<file path="src/rtl/pipe_pkg.sv">
// pipe_pkg: shared pipeline state encoding and EX/MEM payload width
package pipe_pkg;
  localparam int EM_PAYLOAD_W = 82;
  typedef enum logic [1:0] {EMPTY = 2'd0, ONE = 2'd1, FULL = 2'd2} state_t;
endpackage

</file>
<file path="src/rtl/sat_counter.sv">
// sat_counter: synchronous-clear counter that sticks at its all-ones value
module sat_counter #(
  parameter int CNT_W = 16
) (
  input  logic             clk,
  input  logic             clear,
  input  logic             inc,
  output logic [CNT_W-1:0] cnt
);
  always_ff @(posedge clk) begin
    if (clear) cnt <= '0;
    else if (inc && !(&cnt)) cnt <= cnt + 1'b1;
  end
endmodule

</file>
<file path="src/rtl/pipe_skid_buffer.sv">
// pipe_skid_buffer: two-entry skid buffer with registered in_ready, flush and stall counter
module pipe_skid_buffer
  import pipe_pkg::*;
#(
  parameter int DATA_W = EM_PAYLOAD_W,
  parameter int CNT_W  = 16
) (
  input  logic              clk,
  input  logic              rst_n,
  input  logic              flush,
  input  logic              in_valid,
  input  logic [DATA_W-1:0] in_data,
  output logic              in_ready,
  output logic              out_valid,
  output logic [DATA_W-1:0] out_data,
  input  logic              out_ready,
  output logic [1:0]        occupancy,
  output logic [CNT_W-1:0]  stall_cnt
);
  state_t state, nxt;
  logic [DATA_W-1:0] skid;
  logic in_fire, out_fire;
  assign in_fire   = in_valid && in_ready;
  assign out_fire  = out_valid && out_ready;
  assign out_valid = state != EMPTY;
  assign occupancy = state;
  always_comb begin
    nxt = flush ? EMPTY :
          state == EMPTY ? (in_fire ? ONE : EMPTY) :
          state == ONE ? ((in_fire && !out_fire) ? FULL : (!in_fire && out_fire) ? EMPTY : ONE) :
          (out_ready ? ONE : FULL);
  end
  // in_ready is registered from the next state so out_ready never reaches it combinationally
  always_ff @(posedge clk) begin
    if (!rst_n) begin
      state    <= EMPTY;
      in_ready <= 1'b0;
      out_data <= '0;
      skid     <= '0;
    end else begin
      state    <= nxt;
      in_ready <= nxt != FULL;
      if (state == FULL && out_ready) out_data <= skid;
      else if (in_fire && (state == EMPTY || out_fire)) out_data <= in_data;
      if (state == ONE && in_fire && !out_fire) skid <= in_data;
    end
  end
  sat_counter #(.CNT_W(CNT_W)) u_stall (
    .clk  (clk),
    .clear(!rst_n),
    .inc  (out_valid && !out_ready),
    .cnt  (stall_cnt)
  );
endmodule

</file>
<file path="config.mk">
export PLATFORM = sky130hd
export DESIGN_NAME = pipe_skid_buffer
export DESIGN_NICKNAME = d
export VERILOG_FILES = /design/src/rtl/pipe_pkg.sv /design/src/rtl/sat_counter.sv /design/src/rtl/pipe_skid_buffer.sv
export SDC_FILE = /design/constraint.sdc
export NUM_CORES = 1
export LEC_CHECK = 0
export ABC_CLOCK_PERIOD_IN_PS = 2500
export CAP_MARGIN = 20
export CORE_MARGIN = 10
export CORE_UTILIZATION = 45
export DETAILED_ROUTE_END_ITERATION = 16
export PLACE_DENSITY = 0.73
export REMOVE_ABC_BUFFERS = 1
export SYNTH_ARGS = -nofsm -noshare
export SYNTH_HDL_FRONTEND = slang
export SYNTH_HIERARCHICAL = 1
export SYNTH_SLANG_ARGS = --single-unit
</file>
<file path="constraint.sdc">
create_clock -name clk -period 2.5 [get_ports clk]
set_input_delay 0.375 -clock clk [delete_from_list [all_inputs] [get_ports clk]]
set_output_delay 0.375 -clock clk [all_outputs]
set_load 0.02 [all_outputs]
</file>
==> impl_metrics.py, run 1 <==
metrics = {
    "status": {
        "status": "complete, no violations",
    },
    "timing": {
        "slew_headroom": 0.476,
        "hold_viol_final": 0,
        "tightestPinTransition_ns": 0.785,
        "setup_viol": 0,
        "worst_hold_slack_ns": 0.441,
        "rsz0062_at_grt": "false",
        "post-route-min-period_ns": 2.01,
        "final-max-slew-violation-count": 0,
        "skew_ns": 0.0117,
        "period_share": 0.805,
        "fmax_mhz": 497,
    },
    "logic_synthesis": {
        "synth_cells": 838,
        "synth-async-reset-ratio": 0,
        "ys_seq_area_frac": 0.503,
        "yosys_warnings": 6,
        "synth_area_leaders": "dfxtp_1 (50%), a21oi_1 (12%), mux2i_1 (12%)",
        "synth_xor_area_frac": 0.00361,
        "synth_top_family_by_area": "compound AO/OA/AOI/OAI gates",
        "synth_area_um2": 7280,
        "synth_simple_gate_area_frac": 0.132,
        "syn_area_per_cell_um2": 8.69,
        "synthMuxAreaShare": 0.120,
        "synth_compound_area_frac": 0.192,
        "yosysTopAreaCellShare": 0.503,
        "synth-seq-cells": 183,
        "yosysTopAreaCell": "dfxtp_1",
        "synth_edf_count": 0,
        "ys.flop_type": "dfxtp_1",
        "synth.distinct_cells": 43,
        "synth_fa_ha_area_frac": 0.00172,
    },
    "detailed_routing": {
        "via_per_inst": 5.15,
        "firstDrtPassIters": 4,
        "drc": 0,
        "detail_route.iter0.violations": 363,
        "vias": 6334,
        "wl_per_cell_um": 16.2,
        "wl_um": 19900,
        "drtAntennaViolNets": 0,
    },
    "global_route": {
        "track_usage": 0.177,
        "antenna_found_initial": 1,
        "grt_pass1_wl_um": 31900,
        "grt_pass1_vias": 5903,
        "overflow": 0,
        "grt_max_degree": 83,
    },
    "floorplan": {
        "core_area_um2": 15900,
        "io_pins": 189,
        "initial_utilization": 0.458,
        "die_y_um": 147,
        "die_area_um2": 21700,
        "die_w_um": 147,
        "rows": 46,
    },
    "cts": {
        "cts.clk_slew.worst_paths_ns": 0.07,
        "ctsHtreeMaxLevel": 4,
        "ctsRootBufferMaster": "clkbuf_16",
        "clk_path_buf_depth": 2,
        "cts_resized": 0,
        "worstSkewPairLatency_ns": 0.42,
        "cts_tree": "yes",
        "cts_sinks": 183,
        "cts_setup_buffers": 0,
        "cts_hold_buf": 0,
        "numCtsBuffers": 17,
    },
    "critical_path": {
        "critical_path_required_ns": 2.81,
        "r2r_end": "u_stall/cnt[15]",
        "cp-start-kind": "register",
        "critPathArrivalTime_ns": 2.33,
        "rrSetupSlack_ns": 0.49,
        "crit_path_max_fanout": 7,
        "critPathCaptureType": "register",
        "r2r_start": "occupancy[0]",
        "reg2reg_depth": 6,
        "worst-setup-path-type": "register to register",
    },
    "power": {
        "total_power_mw": 6.60,
        "power.density_nw_per_um2": 662,
        "peakVddDrop_mv": 0.475,
        "leakagePower_nw": 4.03,
    },
    "place": {
        "placed_cells": 1198,
        "port_buffers": 188,
        "dp_hpwl_um": 13200,
        "gp_congestion": 0.828,
    },
    "final_layout": {
        "layout_common_cells": "clkdlybuf4s50_1 (187), dfxtp_1 (183), nand2_1 (173), a21oi_1 (171)",
        "final_common_cell": "clkdlybuf4s50_1",
        "nNetsFinal": 1089,
        "final_util": 0.628,
        "areaGrowthSynthToFinish_pct": 36.9,
        "nFillCells": 1412,
        "fin_cells": 1230,
        "drive_above_1_share": 0.0622,
    },
    "job": {
        "cap_violations": 0,
    },
    "hold_path": {
        "hold_class": "input pin to register",
        "holdPathStages": 3,
        "hold_end": "u_stall/cnt[5]",
        "worstHoldStart": "rst_n",
    },
}
[power by group]
group | internal [mW] | total [mW] | switching, mW
clock network | 1.52 | 2.63 | 1.11
registers | 3.04 | 3.11 | 0.0647
logic | 0.425 | 0.864 | 0.439
[layout make-up]
type | instances | area [um^2] | share of cell area
well taps | 216 | 270 | 0.0271
inverters | 3 | 12.5 | 0.00126
repair buffers | 210 | 2150 | 0.216
flip-flops and latches | 183 | 3660 | 0.368
clock buffers | 20 | 457 | 0.0458
clock inverters | 11 | 123 | 0.0123
multi-input cells | 586 | 3290 | 0.330
diodes | 1 | 2.50 | 0.000251
[worst max-delay path by stage]
stage,startpoint,to,slack [ns],depth (start not counted)
2_1_floorplan,occupancy[1],out_data[0],-5.43,4
3_3_place_gp,out_ready,u_stall/cnt[15],0.22,6
3_5_place_dp,out_ready,u_stall/cnt[15],0.21,6
4_1_cts,occupancy[1],u_stall/cnt[15],0.46,6
5_1_grt,occupancy[1],u_stall/cnt[15],0.36,6
6_report,occupancy[0],u_stall/cnt[15],0.49,6
[cell families (layout without fill, tap and decap cells)]
kind of cell	Yosys count	count (layout)
compound gates	269	269
simple gates	226	226
flops	183	183
mux	87	87
buf+inv	69	244
xor+xnor	3	3
fa+ha+maj	1	1
other cells	0	1
[sequential cells by signal, summed over array words and instances, names as in the netlist]
| signal | cells |
|---|---|
| skid | 82 |
| u_stall/cnt | 16 |
| out_data | 82 |
| occupancy | 2 |
| in_ready | 1 |
[routing by layer]
| layer | track usage | part of all wire |
|---|---|---|
| met5 | 0 | 0 |
| met1 | 0.229 | 0.45 |
| met4 | 0.0505 | 0.0059 |
| met3 | 0.0580 | 0.067 |
| met2 | 0.278 | 0.47 |
[stage by stage]
stage,area [um^2],setup slack (ns),setup TNS (ns)
2_1_floorplan,6940,-5.43,-510.98
3_3_place_gp,9390,0.223,0
3_5_place_dp,9390,0.208,0
4_1_cts,9970,0.464,0
5_1_grt,9970,0.362,0
6_report,9970,0.488,0
[worst max-delay path: stages (launching register included)]
cell and delay (ns):
dfxtp_1 0.32, or2_1 0.19, nor2b_1 0.26, nand2_1 0.07, or3_1 0.40, nor4_1 0.29, mux2_2 0.36
[cell usage after synthesis, types with 2 or more instances]
library cell,instances
dfxtp_1,183
nand2_1,173
a21oi_1,171
mux2i_1,85
o21ai_0,85
buf_2,34
clkbuf_1,20
nor2_1,11
buf_4,10
nand3_1,9
nor3_1,5
nand4_1,4
nor4_1,4
o31ai_1,4
and4_1,3
nor2b_1,3
or3_1,3
or4_1,3
inv_1,2
mux2_2,2
xnor2_1,2
No activity file was read; power rests on OpenSTA's default activity.
==> inputs of run 2 (changes only) <==
--- a/config.mk
+++ b/config.mk
@@ -5,7 +5,7 @@
 export SDC_FILE = /design/constraint.sdc
 export NUM_CORES = 1
 export LEC_CHECK = 0
-export ABC_CLOCK_PERIOD_IN_PS = 2500
+export ABC_CLOCK_PERIOD_IN_PS = 2000
 export CAP_MARGIN = 20
 export CORE_MARGIN = 10
 export CORE_UTILIZATION = 45
==> constraint.sdc (replaced) <==
create_clock -name clk -period 2 [get_ports clk]
set_input_delay 0.3 -clock clk [delete_from_list [all_inputs] [get_ports clk]]
set_output_delay 0.3 -clock clk [all_outputs]
set_load 0.02 [all_outputs]
==> run 2 against run 1 <==
Total power rose by 28%. Utilization rose by 1.4 points. Fmax increased by 3.9%. Critical path type unchanged. Largest power group unchanged.
==> impl_metrics.py, run 2 (synthesized netlist as in run 1, its figures left out) <==
metrics = {
    "status": {
        "status": "complete, no violations",
    },
    "job": {
        "cap_violations": 0,
    },
    "timing": {
        "setup_viol": 0,
        "rsz0062_at_grt": "true",
        "hold_viol_final": 0,
        "final-max-slew-violation-count": 0,
        "slew_headroom": 0.468,
        "setup_slack_ns": 0.0643,
        "period_share": 0.968,
        "post-route-min-period_ns": 1.94,
        "skew_ns": 0.00712,
        "tightestPinTransition_ns": 0.798,
        "fmax_mhz": 517,
        "tns_ns": 0,
    },
    "power": {
        "peakVddDrop_mv": 0.579,
        "total_power_mw": 8.45,
        "power.density_nw_per_um2": 829,
        "leakagePower_nw": 4.17,
    },
    "cts": {
        "cts_sinks": 183,
        "cts.clk_slew.worst_paths_ns": 0.07,
        "cts_tree": "yes",
        "clk_path_buf_depth": 2,
        "ctsHtreeMaxLevel": 4,
        "numCtsBuffers": 17,
        "ctsRootBufferMaster": "clkbuf_16",
        "cts_setup_buffers": 0,
        "worstSkewPairLatency_ns": 0.41,
        "cts_hold_buf": 0,
    },
    "hold_path": {
        "hold_end": "skid[2]",
        "hold_class": "input pin to register",
        "worstHoldStart": "rst_n",
        "holdPathStages": 3,
    },
    "critical_path": {
        "r2r_end": "u_stall/cnt[14]",
        "critPathArrivalTime_ns": 2.24,
        "reg2reg_depth": 7,
        "cp-start-kind": "register",
        "rrSetupSlack_ns": 0.06,
        "critPathCaptureType": "register",
        "crit_path_max_fanout": 6,
        "r2r_start": "occupancy[0]",
        "critical_path_required_ns": 2.31,
        "worst-setup-path-type": "register to register",
    },
    "floorplan": {
        "io_pins": 189,
        "die_area_um2": 21700,
        "rows": 46,
        "die_y_um": 147,
        "die_w_um": 147,
        "core_area_um2": 15900,
        "initial_utilization": 0.458,
    },
    "place": {
        "port_buffers": 188,
        "gp_congestion": 0.855,
        "dp_hpwl_um": 13700,
        "dp_slack_ns": -0.242,
    },
    "final_layout": {
        "drive_above_1_share": 0.0786,
        "nFillCells": 1355,
        "regArea_um2": 3660,
        "areaGrowthSynthToFinish_pct": 39.9,
        "nNetsFinal": 1106,
        "final_util": 0.642,
        "multi_input_area_um2": 3290,
        "layout_common_cells": "clkdlybuf4s50_1 (186), dfxtp_1 (183), nand2_1 (173), a21oi_1 (171)",
        "final_common_cell": "clkdlybuf4s50_1",
        "reg.largest.list": "out_data: 82 flops, skid: 82 flops, u_stall/cnt: 16 flops",
    },
    "detailed_routing": {
        "drc": 0,
        "firstDrtPassIters": 5,
        "drtAntennaViolNets": 0,
        "wl_um": 20400,
        "via_per_inst": 5.24,
        "detail_route.iter0.violations": 407,
        "wl_per_cell_um": 16.3,
        "vias": 6544,
    },
    "global_route": {
        "overflow": 0,
        "grt_pass1_vias": 6104,
        "grt_pass1_wl_um": 32100,
        "track_usage": 0.178,
        "grt_max_degree": 83,
        "antenna_found_initial": 1,
    },
}
## run 2: cell types whose count changed in the layout (fill, tap and decap cells not counted), sizes merged
cell / delta
buf: +17
clkinvlp: -2
bufinv: +1
clkdlybuf4s50: -1
clkinv: +1
dlymetal6s2s: +1
inv: +1
## run 2: worst max-delay path by stage
stage	start	to	slack [ns]	depth (start not counted)
CTS	occupancy[0]	out_valid	0.006	3
detailed placement	out_ready	u_stall/cnt[10]	-0.24	7
global placement	out_ready	u_stall/cnt[10]	-0.13	7
global route	occupancy[1]	u_stall/cnt[10]	-0.05	7
floorplan	occupancy[1]	out_data[0]	-5.93	4
finish	occupancy[0]	u_stall/cnt[14]	0.06	7
## run 2: layer usage
layer  track usage  share of wire  up-vias
li1              -              -     3274
met1         0.230           0.46     3060
met2         0.285           0.46      192
met3        0.0513          0.072       18
met4        0.0481          0.012        0
met5             0              0        -
## run 2: layout make-up
cell class	count	share of cell area
Sequential cell	183	0.359
Multi-Input combinational cell	586	0.323
Timing Repair Buffer	227	0.229
Clock inverter	12	0.0161
Inverter	3	0.00123
Antenna cell	1	0.000246
Clock buffer	20	0.0448
Tap cell	216	0.0265
## run 2: power by group
part / total [mW] / internal, mW / switching, mW / leakage [nW]
registers: 3.88 / 3.80 / 0.0831 / 1.49
logic: 1.09 / 0.533 / 0.557 / 2.37
clock network: 3.48 / 2.05 / 1.42 / 0.302
## run 2: repair_timing
item	CTS	global route
endpoints found under the hold margin	0	0
setup endpoints to repair	0	4
resized for setup	0	3
## run 2: critical path: stages, from the launching register on
cell      delay, ns
dfxtp_1        0.32
or2_1          0.13
nor2b_1        0.20
buf_4          0.17
nand4_1        0.24
a211oi_1       0.33
nand4_1        0.15
mux2_2         0.29
## run 2: through the flow
| stage | area [um^2] | std cells | hold WS [ns] |
|---|---|---|---|
| floorplan | 6940 | 772 | 0.377 |
| global route | 10200 | 1247 | 0.446 |
| finish | 10200 | 1248 | 0.430 |
| CTS | 10200 | 1247 | 0.409 |
| detailed placement | 9560 | 1215 | 0.446 |
| global placement | 9560 | 1215 | 0.441 |
==> inputs of run 3 (changes only) <==
--- a/config.mk
+++ b/config.mk
@@ -7,10 +7,11 @@
 export LEC_CHECK = 0
 export ABC_CLOCK_PERIOD_IN_PS = 2000
 export CAP_MARGIN = 20
+export CORE_ASPECT_RATIO = 1.75
 export CORE_MARGIN = 10
 export CORE_UTILIZATION = 45
 export DETAILED_ROUTE_END_ITERATION = 16
-export PLACE_DENSITY = 0.73
+export PLACE_DENSITY_LB_ADDON = 0.05
 export REMOVE_ABC_BUFFERS = 1
 export SYNTH_ARGS = -nofsm -noshare
 export SYNTH_HDL_FRONTEND = slang
==> run 3 against run 2 <==
Clock power decreased by 5%. Non-clock buffer count increased by 5. Sequential share of layout area about the same. Via count decreased by 0.18%. Flip-flop and latch count unchanged. Largest power group unchanged. Highest routed layer is now met5. Global-route usage increased by 0.61 points. Sequential power about the same. Die area increased by 0.92%. Final cell count decreased by 1.8%. Critical path depth increased by 1. Design area increased by 0.11%. Utilization increased by 0.11 points.
==> impl_metrics.py, run 3 (synthesized netlist as in run 1, its figures left out) <==
metrics = {
    "place": {
        "placed_cells": 1193,
        "gp_congestion": 0.835,
        "port_buffers": 188,
        "dp_hpwl_um": 14200,
        "dp_slack_ns": -0.205,
    },
    "timing": {
        "setup_slack_ns": 0.0672,
        "skew_ns": 0.0168,
        "fmax_mhz": 517,
        "final-max-slew-violation-count": 0,
        "rsz0062_at_grt": "true",
        "slew_headroom": 0.463,
        "tns_ns": 0,
        "post-route-min-period_ns": 1.93,
        "tightestPinTransition_ns": 0.805,
        "hold_viol_final": 0,
        "worst_hold_slack_ns": 0.386,
        "period_share": 0.966,
        "setup_viol": 0,
    },
    "global_route": {
        "use_met1": 0.216,
        "track_usage": 0.184,
        "use_met3": 0.0496,
        "grt_use_met2": 0.321,
        "grt_pass1_wl_um": 32900,
        "grt_pass1_vias": 6341,
        "antenna_found_initial": 1,
        "overflow": 0,
        "grt_max_degree": 83,
        "grt-busiest-layer": "met2",
    },
    "power": {
        "p_comb_frac": 0.130,
        "p_seq_frac": 0.470,
        "power.density_nw_per_um2": 810,
        "pwr-share-clk": 0.400,
        "peakVddDrop_mv": 0.523,
        "intPower_mw": 6.05,
        "leakagePower_nw": 4.18,
        "swShare": 0.267,
        "power_switching_mw": 2.21,
    },
    "hold_path": {
        "hold_class": "input pin to register",
    },
    "detailed_routing": {
        "drc": 0,
        "drtAntennaViolNets": 0,
        "firstDrtPassIters": 5,
        "vias": 6532,
        "detail_route.iter0.violations": 271,
        "wl_per_cell_um": 16.9,
        "via_per_inst": 5.33,
        "wl_um": 20700,
    },
    "cts": {
        "clk_path_buf_depth": 2,
        "cts_hold_buf": 0,
        "ctsRootBufferMaster": "clkbuf_16",
        "numCtsBuffers": 17,
        "cts_sinks": 183,
        "cts_tree": "yes",
        "cts.clk_slew.worst_paths_ns": 0.07,
        "worstSkewPairLatency_ns": 0.42,
        "ctsHtreeMaxLevel": 4,
    },
    "job": {
        "cap_violations": 0,
    },
    "floorplan": {
        "die_area_um2": 21900,
        "rows": 61,
        "die_w_um": 116,
        "initial_utilization": 0.459,
        "die_y_um": 188,
        "io_pins": 189,
        "core_area_um2": 15900,
    },
    "final_layout": {
        "areaGrowthSynthToFinish_pct": 40.1,
        "nNetsFinal": 1111,
        "nFillCells": 1374,
        "drive_above_1_share": 0.0878,
        "antennaDiodeCount": 0,
        "reg.largest.list": "out_data: 82 flops, skid: 82 flops, u_stall/cnt: 16 flops",
        "final_common_cell": "clkdlybuf4s50_1",
        "final_util": 0.643,
        "layout_common_cells": "clkdlybuf4s50_1 (186), dfxtp_1 (183), nand2_1 (173), a21oi_1 (171)",
        "fin_cells": 1225,
    },
    "critical_path": {
        "crit_path_max_fanout": 5,
        "worst-setup-path-type": "register to register",
        "critical_path_required_ns": 2.34,
        "critPathCaptureType": "register",
        "critPathArrivalTime_ns": 2.27,
        "cp-start-kind": "register",
    },
    "status": {
        "status": "complete, no violations",
    },
}
run 3: critical path, stage by stage, from the launching register on:
cell and delay [ns]:
dfxtp_1 0.33, or2_1 0.13, nor2b_2 0.14, buf_4 0.13, nand2_1 0.05, or3_4 0.36
buf_4 0.16, or4_1 0.39, a21oi_1 0.15
run 3: path summary, 6_finish.rpt:
| check | from | end | slack (ns) | cells after the start |
|---|---|---|---|---|
| worst max-delay path | occupancy[1] | u_stall/cnt[9] | 0.07 | 8 |
| worst min-delay path | rst_n | skid[11] | 0.39 | 3 |
| worst max register to register | occupancy[1] | u_stall/cnt[9] | 0.07 | 8 |
| worst min register to register | skid[66] | skid[66] | 0.45 | 2 |
run 3: cell type report:
class	count	area, um^2	share of cell area
Tap cell	189	236	0.0232
Inverter	3	12.5	0.00123
Clock buffer	19	453	0.0444
Multi-Input combinational cell	586	3320	0.325
Clock inverter	13	128	0.0125
Sequential cell	183	3660	0.359
Timing Repair Buffer	232	2390	0.235
run 3: routing by layer:
metal | routed length [um] | part of all wire
met1 | 8750 | 0.42
met3 | 1190 | 0.057
met4 | 161 | 0.0078
met2 | 10600 | 0.51
met5 | 13 | 0.00063
run 3: timing repair:
action | in CTS | in global routing
setup endpoints to repair | 1 | 5
resized for setup | 1 | 5
setup buffers | 0 | 0
pin swaps | 0 | 0
hold endpoints to repair | 0 | 0
run 3: power by group through the flow:
stage	registers [mW]	logic [mW]	clock network, mW
after detailed placement	3.97	1.09	0
after floorplan	4.13	0.269	0
after CTS	3.88	1.09	3.38
after global placement	3.97	1.08	0
after global routing	3.90	1.16	3.53
final	3.88	1.08	3.30
run 3: per-stage QoR:
stage                     power [mW]  cell area [um^2]
final                           8.26             10200
after CTS                       8.36             10200
after detailed placement        5.06              9590
after floorplan                 4.40              6940
after global routing            8.60             10200
after global placement          5.05              9590
